[src/rtl/uart_tx_if.sv]
// Handshake between the debug unit (master) and the UART transmitter (slave).
// The master raises tx_start with tx_dato_in valid.
// The slave answers with a one-clk tx_done pulse and holds tx_busy high while a frame is in flight.
interface uart_tx_if #(
    parameter int D_BIT = 8
);
    logic             tx_start;
    logic [D_BIT-1:0] tx_dato_in;
    logic             tx_done;
    logic             tx_busy;

    modport master (output tx_start, output tx_dato_in, input tx_done, input tx_busy);
    modport slave  (input tx_start, input tx_dato_in, output tx_done, output tx_busy);
endinterface

[src/rtl/uart_tx.sv]
// UART serial transmitter.
// Sends one start bit, D_BIT data bits LSB first, then a stop period of SB_TICK s_ticks.
// Bit timing comes from a 16x-baud s_tick pulse.
// Optional macro UART_TX_PARITY_EN inserts a 16-tick even-parity bit between the data bits and the stop period.
// The line output tx is registered and returns high asynchronously on reset.
module uart_tx #(
    parameter int D_BIT   = 8,
    parameter int SB_TICK = 16
) (
    input  logic     clk,
    input  logic     reset,
    input  logic     s_tick,
    uart_tx_if.slave bus,
    output logic     tx
);

    // The tick counter is 4 bits by default; it widens only when the stop period needs more than 16 ticks.
    localparam int TW = (SB_TICK > 16) ? $clog2(SB_TICK) : 4;
    localparam int BW = (D_BIT > 1) ? $clog2(D_BIT) : 1;
    localparam logic [TW-1:0] TICK_LAST = TW'(15);
    localparam logic [TW-1:0] STOP_LAST = TW'(SB_TICK - 1);
    localparam logic [BW-1:0] BIT_LAST  = BW'(D_BIT - 1);

`ifdef UART_TX_PARITY_EN
    typedef enum logic [4:0] {
        IDLE   = 5'b00001,
        START  = 5'b00010,
        DATA   = 5'b00100,
        PARITY = 5'b01000,
        STOP   = 5'b10000
    } state_t;
`else
    typedef enum logic [3:0] {
        IDLE  = 4'b0001,
        START = 4'b0010,
        DATA  = 4'b0100,
        STOP  = 4'b1000
    } state_t;
`endif

    state_t           state_q, state_d;
    logic [TW-1:0]    tick_q, tick_d;
    logic [BW-1:0]    bit_q, bit_d;
    logic [D_BIT-1:0] shreg_q, shreg_d;
    logic             tx_q, tx_d;
    logic             done_q, done_d;
    logic             busy_q, busy_d;
`ifdef UART_TX_PARITY_EN
    logic             parity_q, parity_d;
`endif

    // Next-state, counters and datapath; tx is derived from the upcoming state so the line is registered.
    always_comb begin
        state_d = state_q;
        tick_d  = tick_q;
        bit_d   = bit_q;
        shreg_d = shreg_q;
        done_d  = 1'b0;
        busy_d  = busy_q;
`ifdef UART_TX_PARITY_EN
        parity_d = parity_q;
`endif
        case (state_q)
            IDLE: begin
                // A request seen while tx_done is still high belongs to the frame that just ended.
                if (bus.tx_start && !done_q) begin
                    shreg_d = bus.tx_dato_in;
                    tick_d  = '0;
                    busy_d  = 1'b1;
                    state_d = START;
`ifdef UART_TX_PARITY_EN
                    parity_d = ^bus.tx_dato_in;
`endif
                end else begin
                    busy_d = 1'b0;
                end
            end
            START: begin
                if (s_tick) begin
                    if (tick_q == TICK_LAST) begin
                        tick_d  = '0;
                        bit_d   = '0;
                        state_d = DATA;
                    end else begin
                        tick_d = tick_q + TW'(1);
                    end
                end else begin
                    tick_d = tick_q;
                end
            end
            DATA: begin
                if (s_tick) begin
                    if (tick_q == TICK_LAST) begin
                        tick_d  = '0;
                        shreg_d = {1'b0, shreg_q[D_BIT-1:1]};
                        if (bit_q == BIT_LAST) begin
`ifdef UART_TX_PARITY_EN
                            state_d = PARITY;
`else
                            state_d = STOP;
`endif
                        end else begin
                            bit_d = bit_q + BW'(1);
                        end
                    end else begin
                        tick_d = tick_q + TW'(1);
                    end
                end else begin
                    tick_d = tick_q;
                end
            end
`ifdef UART_TX_PARITY_EN
            PARITY: begin
                if (s_tick) begin
                    if (tick_q == TICK_LAST) begin
                        tick_d  = '0;
                        state_d = STOP;
                    end else begin
                        tick_d = tick_q + TW'(1);
                    end
                end else begin
                    tick_d = tick_q;
                end
            end
`endif
            STOP: begin
                if (s_tick) begin
                    if (tick_q == STOP_LAST) begin
                        tick_d  = '0;
                        done_d  = 1'b1;
                        busy_d  = 1'b0;
                        state_d = IDLE;
                    end else begin
                        tick_d = tick_q + TW'(1);
                    end
                end else begin
                    tick_d = tick_q;
                end
            end
            default: begin
                // Unreachable encodings recover to an idle, high line.
                tick_d  = '0;
                bit_d   = '0;
                busy_d  = 1'b0;
                state_d = IDLE;
            end
        endcase

        case (state_d)
            IDLE:    tx_d = 1'b1;
            START:   tx_d = 1'b0;
            DATA:    tx_d = shreg_d[0];
`ifdef UART_TX_PARITY_EN
            PARITY:  tx_d = parity_d;
`endif
            STOP:    tx_d = 1'b1;
            default: tx_d = 1'b1;
        endcase
    end

    // State register and datapath; reset abandons any frame and forces the line high.
    always_ff @(posedge clk or negedge reset) begin
        if (!reset) begin
            state_q <= IDLE;
            tick_q  <= '0;
            bit_q   <= '0;
            shreg_q <= '0;
            tx_q    <= 1'b1;
            done_q  <= 1'b0;
            busy_q  <= 1'b0;
`ifdef UART_TX_PARITY_EN
            parity_q <= 1'b0;
`endif
        end else begin
            state_q <= state_d;
            tick_q  <= tick_d;
            bit_q   <= bit_d;
            shreg_q <= shreg_d;
            tx_q    <= tx_d;
            done_q  <= done_d;
            busy_q  <= busy_d;
`ifdef UART_TX_PARITY_EN
            parity_q <= parity_d;
`endif
        end
    end

    assign tx          = tx_q;
    assign bus.tx_done = done_q;
    assign bus.tx_busy = busy_q;

endmodule
[src/flat_wrapper.sv]
// flat-port wrapper written by rule: the top's interface ports become plain ports
module uart_tx_flat 
#(
    parameter int D_BIT   = 8,
    parameter int SB_TICK = 16
)
  (clk, reset, s_tick, tx, bus_tx_start, bus_tx_dato_in, bus_tx_done, bus_tx_busy);
  uart_tx_if #(.D_BIT(D_BIT)) bus_i ();
  input  logic clk;
  input  logic reset;
  input  logic s_tick;
  output logic tx;
  input wire logic [$bits(bus_i.tx_start)-1:0] bus_tx_start;
  input wire logic [$bits(bus_i.tx_dato_in)-1:0] bus_tx_dato_in;
  output wire logic [$bits(bus_i.tx_done)-1:0] bus_tx_done;
  output wire logic [$bits(bus_i.tx_busy)-1:0] bus_tx_busy;
  assign bus_i.tx_start = bus_tx_start;
  assign bus_i.tx_dato_in = bus_tx_dato_in;
  assign bus_tx_done = bus_i.tx_done;
  assign bus_tx_busy = bus_i.tx_busy;
  uart_tx #(.D_BIT(D_BIT), .SB_TICK(SB_TICK)) u_core (.clk(clk), .reset(reset), .s_tick(s_tick), .bus(bus_i), .tx(tx));
endmodule
[config.mk]
export PLATFORM = sky130hd
export DESIGN_NAME = uart_tx_flat
export DESIGN_NICKNAME = d
export VERILOG_FILES = /design/src/rtl/uart_tx_if.sv /design/src/rtl/uart_tx.sv /design/src/flat_wrapper.sv
export SDC_FILE = /design/constraint.sdc
export NUM_CORES = 1
export LEC_CHECK = 0
export BUFFER_PORTS_ARGS = -buffer_cell sky130_fd_sc_hd__buf_2
export CAP_MARGIN = 20
export CORE_ASPECT_RATIO = 1.2
export CORE_MARGIN = 2
export CORE_UTILIZATION = 51
export CTS_BUF_LIST = sky130_fd_sc_hd__clkbuf_16
export CTS_CLUSTER_SIZE = 20
export DETAILED_ROUTE_END_ITERATION = 10
export PLACE_DENSITY = 0.84
export SKIP_CTS_REPAIR_TIMING = 1
export SLEW_MARGIN = 10
export SYNTH_ARGS = -nofsm -noshare
export SYNTH_HDL_FRONTEND = slang
export SYNTH_SLANG_ARGS = --single-unit
[constraint.sdc]
create_clock -name clk -period 1.6 [get_ports clk]
set_input_delay 0.32 -clock clk [delete_from_list [all_inputs] [get_ports clk]]
set_output_delay 0.32 -clock clk [all_outputs]
set_load 0.1 [all_outputs]
* Word-level counts from Yosys, hierarchy flattened
Cells that the tools add are included.
** Cells by class
- Equal/unequal tests :: 17
- Bitwise gates (word level) :: 2
- Reductions and logical operators :: 10
- Multiplexer cells :: 31
- $add $sub $neg :: 2
** Operators with widths (count)
- 2-to-1 mux 4 bit :: 11
- 2-to-1 mux 8 bit :: 3
- one-hot mux 4 bit (4 select lines) :: 1
- one-hot mux 8 bit (2 select lines) :: 1
- 2-to-1 mux 3 bit :: 5
- inequality test 2 x 1 -> 1 bit (second input constant) :: 5
- one-hot mux 3 bit (3 select lines) :: 1
- equality test 4 x 2 -> 1 bit (second input constant) :: 2
- equality test 4 x 3 -> 1 bit (second input constant) :: 2
- equality test 4 bit (second input constant) :: 2
- inequality test 2 bit (second input constant) :: 4
- one-hot mux 4 bit (2 select lines) :: 1
- 2-to-1 mux 1 bit :: 6
- AND reduction 6 bit :: 1
- adder 4 x 1 -> 4 bit (second input constant) :: 1
- equality test 4 x 1 -> 1 bit (second input constant) :: 1
- AND reduction 4 bit :: 1
- OR reduction 2 bit :: 2
- adder 3 x 1 -> 3 bit (second input constant) :: 1
- equality test 3 bit (second input constant) :: 1
- one-hot mux 1 bit (3 select lines) :: 1
- AND reduction 3 bit :: 1
- OR reduction 3 bit :: 1
- inverter 1 bit :: 2
- 5 further kinds :: 5
** Storage, ports and cells
- Bits in registers :: 22
- Bits of input ports :: 12
- Word-level logic and storage cells :: 70
- Output and inout port bits :: 3

* Longest topological paths before layout
Gate-level depths: netlist of run 1.
- Word-level depth :: 7
- Depth in mapped cells :: 6
- Depth with buffers taken out :: 5

* Least setup slack after synthesis of run 1
No wires, ideal clock.
- Kind :: register to register
- Start :: register u_core.done_q (netlist: u_core.bus.tx_done)
- End :: register u_core.tx_q (netlist: u_core.tx)
- Data required time :: 1511 ps
- Arrival :: 1973 ps
- Clock period less this slack :: 2062 ps
- Path buffers :: 1
- Cell stages (with the launch flop) :: 6
- Slack :: -462 ps
- Library setup time :: 89 ps
- Cell sequence :: dfrtp_1 > and4bb_2 > and2_1 > buf_1 > a221oi_1 > a21oi_1
** On the way
- Cells in the longest elaborated chain, start to end :: 6
- Elaborated cells between the ends (all ways) :: 9
- Those cells by class :: eq/ne (2); mux (5); reduce/logical (2)
** Ends and longest elaborated chain
- start: declaration :: line uart_tx.sv:46 : logic done_q, done_d;
- start signal: assignment :: line uart_tx.sv:180 : done_q <= done_d;
- zero test 1 bit (*) :: line uart_tx.sv:66 : if (bus.tx_start && !done_q) begin
- logical AND 1 bit (*) :: line uart_tx.sv:66
- 2-to-1 mux 4 bit :: line uart_tx.sv:66
- one-hot mux 4 bit (4 select lines) :: line uart_tx.sv:63 : case (state_q)
- equality test 4 x 3 -> 1 bit or equality test 4 x 2 -> 1 bit (tied branches) :: line uart_tx.sv:149 : case (state_d)
- one-hot mux 1 bit (2 select lines) (*) :: line uart_tx.sv:149
- net u_core.tx_d :: line uart_tx.sv:45 : logic tx_q, tx_d;
- end signal: assignment :: line uart_tx.sv:179 : tx_q <= tx_d;
- end: declaration :: line uart_tx.sv:45
The timed path passes the listed nets; every way through them passes the cells marked *. The select of a mux whose other input is x is not followed.
A chain may end at the register's enable or synchronous reset.

* Worst setup path after layout of run 1
- Start :: register u_core.state_q[1]
- End :: register u_core.tick_q[2]
** On the way
- Cells in the longest elaborated chain, start to end :: 4
- Elaborated cells between the ends (all ways) :: 9
- Those cells by class :: eq/ne (6); mux (1); reduce/logical (2)
** Ends and longest elaborated chain
- start: declaration :: line uart_tx.sv:41 : state_t state_q, state_d;
- start signal: assignment :: line uart_tx.sv:175 : state_q <= state_d;
- equality test 4 x 2 -> 1 bit (tied with other cells) :: line uart_tx.sv:63
- OR reduction 3 bit (no source line)
- inequality test 2 x 1 -> 1 bit (no source line)
- AND reduction 2 bit (no source line)
- end signal: assignment :: line uart_tx.sv:176 : tick_q <= tick_d;
- end: declaration :: line uart_tx.sv:42 : logic [TW-1:0] tick_q, tick_d;
Several ways; a longest one is shown, not always the timed one.

==> flow_summary.toml, run 1 <==
[worst_setup_path]
critPathRequiredTime_ps = 1780
critical_path_class = "reg -> reg"
end_kind = "register"
crit_fanout = 5
crit_path_start_kind = "register"
cp_data_arrival_time_ps = 1830
r2r_slack_ps = -50
reg2reg_depth = 6
r2r_start = "u_core.state_q[1]$_DFF_PN0_"
reg2reg_to = "u_core.tick_q[2]$_DFFE_PN0P_"

[synth]
synth_edf_count = 0
syn_inst = 123
ys_ff_latch = 22
synth_common_cells = "dfrtp_1, nand2_1, inv_1"
async_flop_share = 1.00
synth_warnings = 0
synthTopCellsByArea = "dfrtp_1, nand2_1, a22oi_1"
syn-num-nets = 138
seq_area_frac_synth = 0.455
synth_top_flop_cell = "dfrtp_1"
synth_top_area_frac = 0.412
netlist_area_um2 = 1210
synth_cell_type_count = 47
syn_area_per_cell_um2 = 9.88
synth.most_common_cell = "dfrtp_1"
synth.largest_area_cell = "dfrtp_1"

[drt]
drc = 0
wl_per_cell_um = 17.4
vias = 1154
ant_nets = 0
drtIter0Drc = 41
drtPass1Iterations = 4
wirelength_um = 3290
vias_per_cell = 6.11

[cells_and_area]
final_util = 0.756
drive_gt1_frac = 0.437
antenna_cells = 0
areaGrowthSynthToFinish_pct = 42.0
fin_nets = 174
final_cell_area_um2 = 1730

[die]
die_h_um = 57.5
initial_utilization = 0.532
die_area_um2 = 2790
core_area_um2 = 2280
ios = 15
die_w_um = 48.6
rows = 19

[timing]
finalMaxSlewViolations = 0
fmax_mhz = 607
layout_setup_ws_ps = -46.5
final-setup-viol-count = 5
clock_skew_ps = 3.33
slew_headroom = 0.661
rsz0062_at_grt = "yes"
tns_ps = -120
fin_crit_sh = 1.03
fin_crit_ps = 1650
hold_viol_final = 0
whs_ps = 21.8
worstMarginPinSlew_ps = 508

[cts]
htreeDepth = 1
cts_sinks = 22
cts_tree = "yes"
clk_latency_ps = 260
clockBufferDepth = 2
cts_made_buffers = 3
clk_pin_slew_ps = 60
cts_root_buf = "clkbuf_16"

[power]
vdd_ir_drop_max_uv = 1240
report.power.total_mw = 2.87
leakagePower_nw = 0.761
pwr_density_cell_nw_per_um2 = 1660

[placement]
place_area_um2 = 1470
hpwlAfterDp_um = 2150
gp_congestion = 0.855
port_buffers = 14

[outcome]
violations = "negative setup slack"
status = "finished, violations left"

[global_route]
grt_pass1_wl_um = 4890
grt_pass1_vias = 1174
grt_overflow = 0
track_usage = 0.225
grt_max_degree = 23
antenna_found_initial = 0
use_met2 = 0.423
use_met1 = 0.256
busiest_layer = "met2"
met3_usage = 0.0236

[run]
max-cap-violations = 0

[worst_hold_path]
min_path_type = "in -> async"
## how the worst max path moves through the flow
stage	start	endpoint	slack (ps)	cells after the start
after detailed placement	u_core.state_q[3]$_DFF_PN0_	u_core.bit_q[1]$_DFFE_PN0P_	-30	5
after floorplan	u_core.bus.tx_done$_DFF_PN0_	u_core.shreg_q[0]$_DFF_PN0_	8	5
after global placement	u_core.state_q[2]$_DFF_PN0_	u_core.tick_q[3]$_DFFE_PN0P_	40	5
final	u_core.state_q[1]$_DFF_PN0_	u_core.tick_q[2]$_DFFE_PN0P_	-50	6
after global routing	u_core.tick_q[1]$_DFFE_PN0P_	u_core.tx$_DFF_PN1_	-120	6
after CTS	u_core.state_q[3]$_DFF_PN0_	u_core.bit_q[1]$_DFFE_PN0P_	-50	5
## layout by cell type, fill, tap and decap left out, types with 2 or more instances in the layout
cell,count
nor2_1,4
ha_1,2
a31oi_1,2
dfstp_2,2
a21oi_1,3
clkbuf_16,3
buf_2,14
inv_1,9
a22o_1,2
buf_4,17
o21a_1,2
a22oi_2,6
buf_6,6
a211oi_1,2
nand3_1,2
nor3_1,2
and2_1,2
o21ai_0,3
o31a_1,2
dfrtp_1,18
nand2_1,16
mux2i_1,3
o21ai_1,2
## flip-flops by register name (all words and copies together), names as in the netlist
register and count:
u_core.bit_q 3, u_core.bus.tx_busy 1, u_core.bus.tx_done 1, u_core.shreg_q 8, u_core.state_q 4, u_core.tick_q 4, u_core.tx 1
## per-layer routing
| layer | share of wire | up-vias |
|---|---|---|
| li1 | - | 523 |
| met1 | 0.38 | 578 |
| met2 | 0.55 | 40 |
| met3 | 0.031 | 13 |
| met4 | 0.037 | 0 |
| met5 | 0 | - |
## cells by family after synthesis
kind of cell	synth area share
and+or+nand+nor	0.214
AOI/OAI and AO/OA	0.217
DFF	0.455
buffers and inverters	0.0505
muxes	0.0247
adders and majority gates	0.0309
xor gates and xnor gates	0.00721
## final cells by class
type                       instances  area (um^2)
clock buffer                       3         75.1
clock inverter                     1         30.0
fill                             160          557
inverter                           9         33.8
multi-input combinational         86          724
sequential                        22          558
tap                               31         38.8
timing repair buffer              37          265
## where the power goes
part           total [mW]  internal, mW  switching, mW
clock network       0.705         0.497          0.208
logic                1.30         0.574          0.723
registers           0.867         0.737          0.130
total                2.87          1.81           1.06
## worst max-delay path: stages (launching register included)
cell and delay [ps]:
dfrtp_2 430, buf_6 140, buf_6 120, a2111oi_4 470, buf_4 190, a211oi_1 40, o22ai_1 160
## per-stage QoR
step                instances  setup slack [ps]
floorplan                 123              7.53
global placement          179              36.0
detailed placement        179             -29.5
CTS                       183             -50.7
global route              189              -117
finish                    189             -46.5
No activity file was read; power rests on OpenSTA's default activity.
==> run 2, diff against run 1 <==
- ABC_AREA: unset -> 1
- CORE_UTILIZATION: 51 -> 50
- PLACE_DENSITY: 0.84 -> 0.83
==> run 2 against run 1 <==
  * The flow now finishes without violations
  * Critical endpoint is now tx
  * Total power down 25%
  * Final cell count is 2.6% lower
  * Via count decreased by 15%
  * Sequential share of layout area rose by 8.6 points
  * Count of clock-buffer cells in the layout unchanged
  * Highest routed layer unchanged
==> flow_summary.toml, run 2 <==
[synth]
synth_top_area_frac = 0.429
synth_edf_count = 0
synth.most_common_cell = "nand2_1"
seq_area_frac_synth = 0.474
synth_top_flop_cell = "dfrtp_1"
async_flop_share = 1.00
netlist_area_um2 = 1170
syn_area_per_cell_um2 = 8.64
synth.largest_area_cell = "dfrtp_1"
syn_inst = 135
synthTopCellsByArea = "dfrtp_1, nand2_1, dfstp_2"
synth_warnings = 0
ys_ff_latch = 22
syn-num-nets = 150
synth_common_cells = "nand2_1, dfrtp_1, nor2_1"
synth_cell_type_count = 22

[worst_setup_path]
crit_path_start_kind = "register"
critical_path.top_delay_family = "flip-flops"
r2r_slack_ps = 150
cp_slowest_cell = "dfstp_2"
critical_path_class = "reg -> out"
reg2reg_depth = 8
crit_fanout = 1
r2r_start = "u_core.tick_q[0]$_DFFE_PN0P_"
slowest_delay_ps = 510
cp_data_arrival_time_ps = 1190
path_cells = "buf_2"
critPathRequiredTime_ps = 1280
crit_buf_inv = 1
reg2reg_to = "u_core.bit_q[2]$_DFFE_PN0P_"
end_kind = "primary output"

[power]
leakagePower_nw = 0.701
switching_power_uw = 880
comb_power_share = 0.376
vdd_ir_drop_max_uv = 1090
report.power.total_mw = 2.15
p_int_mw = 1.27
swShare = 0.409
power_frac_seq = 0.378
p_clk_frac = 0.246
pwr_density_cell_nw_per_um2 = 1590

[timing]
hold_viol_final = 0
clock_skew_ps = 3.98
fin_crit_sh = 0.941
tns_ps = 0
fmax_mhz = 664
fin_crit_ps = 1510
final-setup-viol-count = 0
slew_headroom = 0.679
finalMaxSlewViolations = 0
rsz0062_at_grt = "no"
worstMarginPinSlew_ps = 482

[drt]
wl_per_cell_um = 12.6
vias_per_cell = 5.35
ant_nets = 0
drc = 0
vias = 984
drtIter0Drc = 15
wirelength_um = 2320
drtPass1Iterations = 5

[cells_and_area]
top_register = "u_core.shreg_q"
antenna_cells = 0
instances_no_fill = 184
final_util = 0.600
reg_top3 = "u_core.shreg_q: 8 flops, u_core.state_q: 4 flops, u_core.tick_q: 4 flops"
largest_register_ff_count = 8
final_cell_mix = "nand2_1, dfrtp_1, nor2_1, buf_2, inv_1"
areaGrowthSynthToFinish_pct = 16.2
fin_nets = 169
drive_gt1_frac = 0.281
layout_commonest_cell = "nand2_1"

[die]
initial_utilization = 0.516
core_area_um2 = 2260
die_w_um = 48.1
rows = 19
die_area_um2 = 2740
ios = 15
die_h_um = 56.9

[cts]
clk_latency_ps = 260
clk_pin_slew_ps = 60
cts_made_buffers = 3
cts_tree = "yes"
htreeDepth = 1
clockBufferDepth = 2
cts_root_buf = "clkbuf_16"
cts_sinks = 22

[placement]
gp_congestion = 0.894
port_buffers = 14
hpwlAfterDp_um = 1670
place_inst = 180

[outcome]
status = "finished clean"

[global_route]
grt_pass1_vias = 999
grt_overflow = 0
grt_max_degree = 23
track_usage = 0.209
antenna_found_initial = 0
grt_pass1_wl_um = 3960

[run]
max-cap-violations = 0

[worst_hold_path]
min_path_type = "in -> async"
==> run 2: cell count changes in the layout (fill, tap and decap cells not counted), sizes merged, moves of 8 or more <==
cell   before  now
nand2      16   48
nor2        4   20
buf        37   14
nand3       3   11
==> run 2: layout make-up <==
| class | count | area [um^2] |
|---|---|---|
| clock buffers | 3 | 75.1 |
| inverters | 12 | 45.0 |
| fillers | 203 | 903 |
| multi-input cells | 101 | 568 |
| well taps | 31 | 38.8 |
| repair buffers | 14 | 70.1 |
| clock inverters | 1 | 3.75 |
| flip-flops and latches | 22 | 554 |
==> run 2: cells by family (layout without fill, tap and decap cells) <==
logic type / count (synthesis) / count (layout) / share of synthesized area
AOI/OAI and AO/OA: 14 / 14 / 0.0730
xor gates and xnor gates: 1 / 1 / 0.00751
adders and majority gates: 3 / 3 / 0.0322
buffers and inverters: 12 / 30 / 0.0386
DFF: 22 / 22 / 0.474
and+or+nand+nor: 83 / 83 / 0.374
==> run 2: worst max-delay path by stage <==
stage / start / end / slack, ps / cells past startpoint
5_1_grt: u_core.tick_q[0]$_DFFE_PN0P_ / u_core.bit_q[2]$_DFFE_PN0P_ / 10 / 8
2_1_floorplan: u_core.bus.tx_done$_DFF_PN0_ / u_core.tx$_DFF_PN1_ / 270 / 8
3_5_place_dp: u_core.tick_q[0]$_DFFE_PN0P_ / u_core.bit_q[2]$_DFFE_PN0P_ / 180 / 8
4_1_cts: u_core.tx$_DFF_PN1_ / tx / 90 / 1
3_3_place_gp: u_core.state_q[0]$_DFF_PN1_ / u_core.tx$_DFF_PN1_ / 260 / 7
6_report: u_core.tx$_DFF_PN1_ / tx / 90 / 1
==> run 2: worst reg2reg max path, delay by kind of cell, from the launching register on <==
kind                     cells  cell delay, ps
AO/OA/AOI/OAI                1              80
buffers and inverters        1             110
flip-flops                   1             400
AND/OR/NAND/NOR              5             520
adder cells (fa/ha/maj)      1             260
==> run 2: metrics by stage <==
step                area (um^2)  setup slack [ps]  hold WS [ps]
finish                     1360              94.2          13.5
CTS                        1360              89.2          32.6
global placement           1280               255           302
floorplan                  1170               268          24.4
global route               1360              14.2          55.9
detailed placement         1280               179           310
==> run 2: power by group through the flow <==
stage	combinational, mW	clock [mW]	sequential (mW)
floorplan	0.480	0	0.979
global placement	0.782	0	0.814
detailed placement	0.807	0	0.820
CTS	0.814	0.539	0.812
global route	0.899	0.564	0.829
finish	0.809	0.530	0.814
==> run 2: metal layers <==
layer  vias to the layer above  wire length, um  global-route usage
met5                         -                0                   0
met4                         0              102               0.147
met3                         9              108              0.0386
met2                        39             1170               0.339
met1                       464              938               0.230
li1                        472                -                   -
==> run 3, diff against run 2 <==
- PLACE_DENSITY: 0.83 -> unset
- PLACE_DENSITY_LB_ADDON: unset -> 0.15
==> run 3 against run 2 <==
  * Critical path type unchanged
  * Total power decreased by 0.31%
  * Critical endpoint unchanged
  * Register-to-register slack improved by 20 ps
  * Final cell count unchanged
==> flow_summary.toml, run 3 (synthesis gave the netlist of run 2 again) <==
[outcome]
status = "finished clean"

[cells_and_area]
final_cell_area_um2 = 1360
final_cell_mix = "nand2_1, dfrtp_1, nor2_1, buf_2"
reg_top3 = "u_core.shreg_q: 8 flops, u_core.state_q: 4 flops, u_core.tick_q: 4 flops"
areaGrowthSynthToFinish_pct = 16.4
top_register = "u_core.shreg_q"
largest_register_ff_count = 8
drive_gt1_frac = 0.288
fill_cells = 197
fin_nets = 169
antenna_cells = 0
layout_commonest_cell = "nand2_1"

[run]
max-cap-violations = 0

[global_route]
grt_overflow = 0
antenna_found_initial = 0
grt_pass1_vias = 915
track_usage = 0.197
grt_pass1_wl_um = 3840
grt_max_degree = 23

[worst_setup_path]
critPathRequiredTime_ps = 1280
cp_slowest_cell = "dfstp_2"
crit_path_start_kind = "register"
crit_start = "u_core.tx$_DFF_PN1_"
critical_path_class = "reg -> out"
end_kind = "primary output"
path_cells = "buf_2"
cp_data_arrival_time_ps = 1170
critical_path.top_delay_family = "flip-flops"
slowest_delay_ps = 510
crit_fanout = 1
crit_buf_inv = 1
r2r_start = "u_core.tick_q[0]$_DFFE_PN0P_"

[timing]
rsz0062_at_grt = "no"
clock_skew_ps = 2.56
fmax_mhz = 671
layout_setup_ws_ps = 110
hold_viol_final = 0
tns_ps = 0
fin_crit_sh = 0.932
slew_headroom = 0.679
final-setup-viol-count = 0
finalMaxSlewViolations = 0
worstMarginPinSlew_ps = 481
fin_crit_ps = 1490

[cts]
cts_made_buffers = 3
clk_latency_ps = 250
htreeDepth = 1
clockBufferDepth = 2
cts_root_buf = "clkbuf_16"
cts_tree = "yes"
clk_pin_slew_ps = 60
cts_sinks = 22

[placement]
port_buffers = 14
place_area_um2 = 1280
gp_congestion = 0.795
pre_cts_slack_ps = 156
hpwlAfterDp_um = 1670

[drt]
vias = 931
wirelength_um = 2290
drtPass1Iterations = 4
drtIter0Drc = 25
wl_per_cell_um = 12.4
vias_per_cell = 5.06
drc = 0
ant_nets = 0

[worst_hold_path]
min_path_type = "in -> async"

[die]
initial_utilization = 0.516
die_area_um2 = 2740
rows = 19
die_w_um = 48.1
core_area_um2 = 2260
ios = 15
die_h_um = 56.9

[power]
vdd_ir_drop_max_uv = 879
leakagePower_nw = 0.694
pwr_density_cell_nw_per_um2 = 1580
report.power.total_mw = 2.15
## run 3: cell types whose count changed in the layout (fill, tap and decap cells not counted)
cell / delta
ha_2: +1
inv_1: -1
ha_1: -1
clkinv_1: +1
## run 3: layout make-up
class                   count  area, um^2  share of cell area
multi-input cells         101         571               0.420
flip-flops and latches     22         554               0.408
clock inverters             1        3.75             0.00276
well taps                  31        38.8              0.0286
clock buffers               3        75.1              0.0553
inverters                  12        45.0              0.0332
repair buffers             14        70.1              0.0516
## run 3: where the power goes
part	internal [mW]	switching, mW
registers	0.721	0.0940
clock network	0.333	0.185
logic	0.219	0.595
## run 3: stage by stage
stage                     hold WS [ps]  instances   util
final                             24.6        184  0.601
after global routing              75.8        184  0.601
after CTS                         46.5        184  0.600
after detailed placement           315        180  0.565
after global placement             310        180  0.565
after floorplan                   24.4        135      -
## run 3: final timing paths
| path | to | slack, ps | depth (start not counted) |
|---|---|---|---|
| min | u_core.bus.tx_done$_DFF_PN0_ | 20 | 1 |
| min in group clk | u_core.shreg_q[7]$_DFFE_PN0P_ | 270 | 3 |
| max | tx | 110 | 1 |
| max reg2reg | u_core.bit_q[0]$_DFFE_PN0P_ | 170 | 8 |
| min reg2reg | u_core.shreg_q[7]$_DFFE_PN0P_ | 480 | 2 |
| max in group asynchronous | u_core.tx$_DFF_PN1_ | 1220 | 1 |
## run 3: layer usage
layer  wire length [um]  track usage
met1                949        0.253
met2               1250        0.326
met3                 52       0.0289
met4                 31       0.0695
met5                  0            0
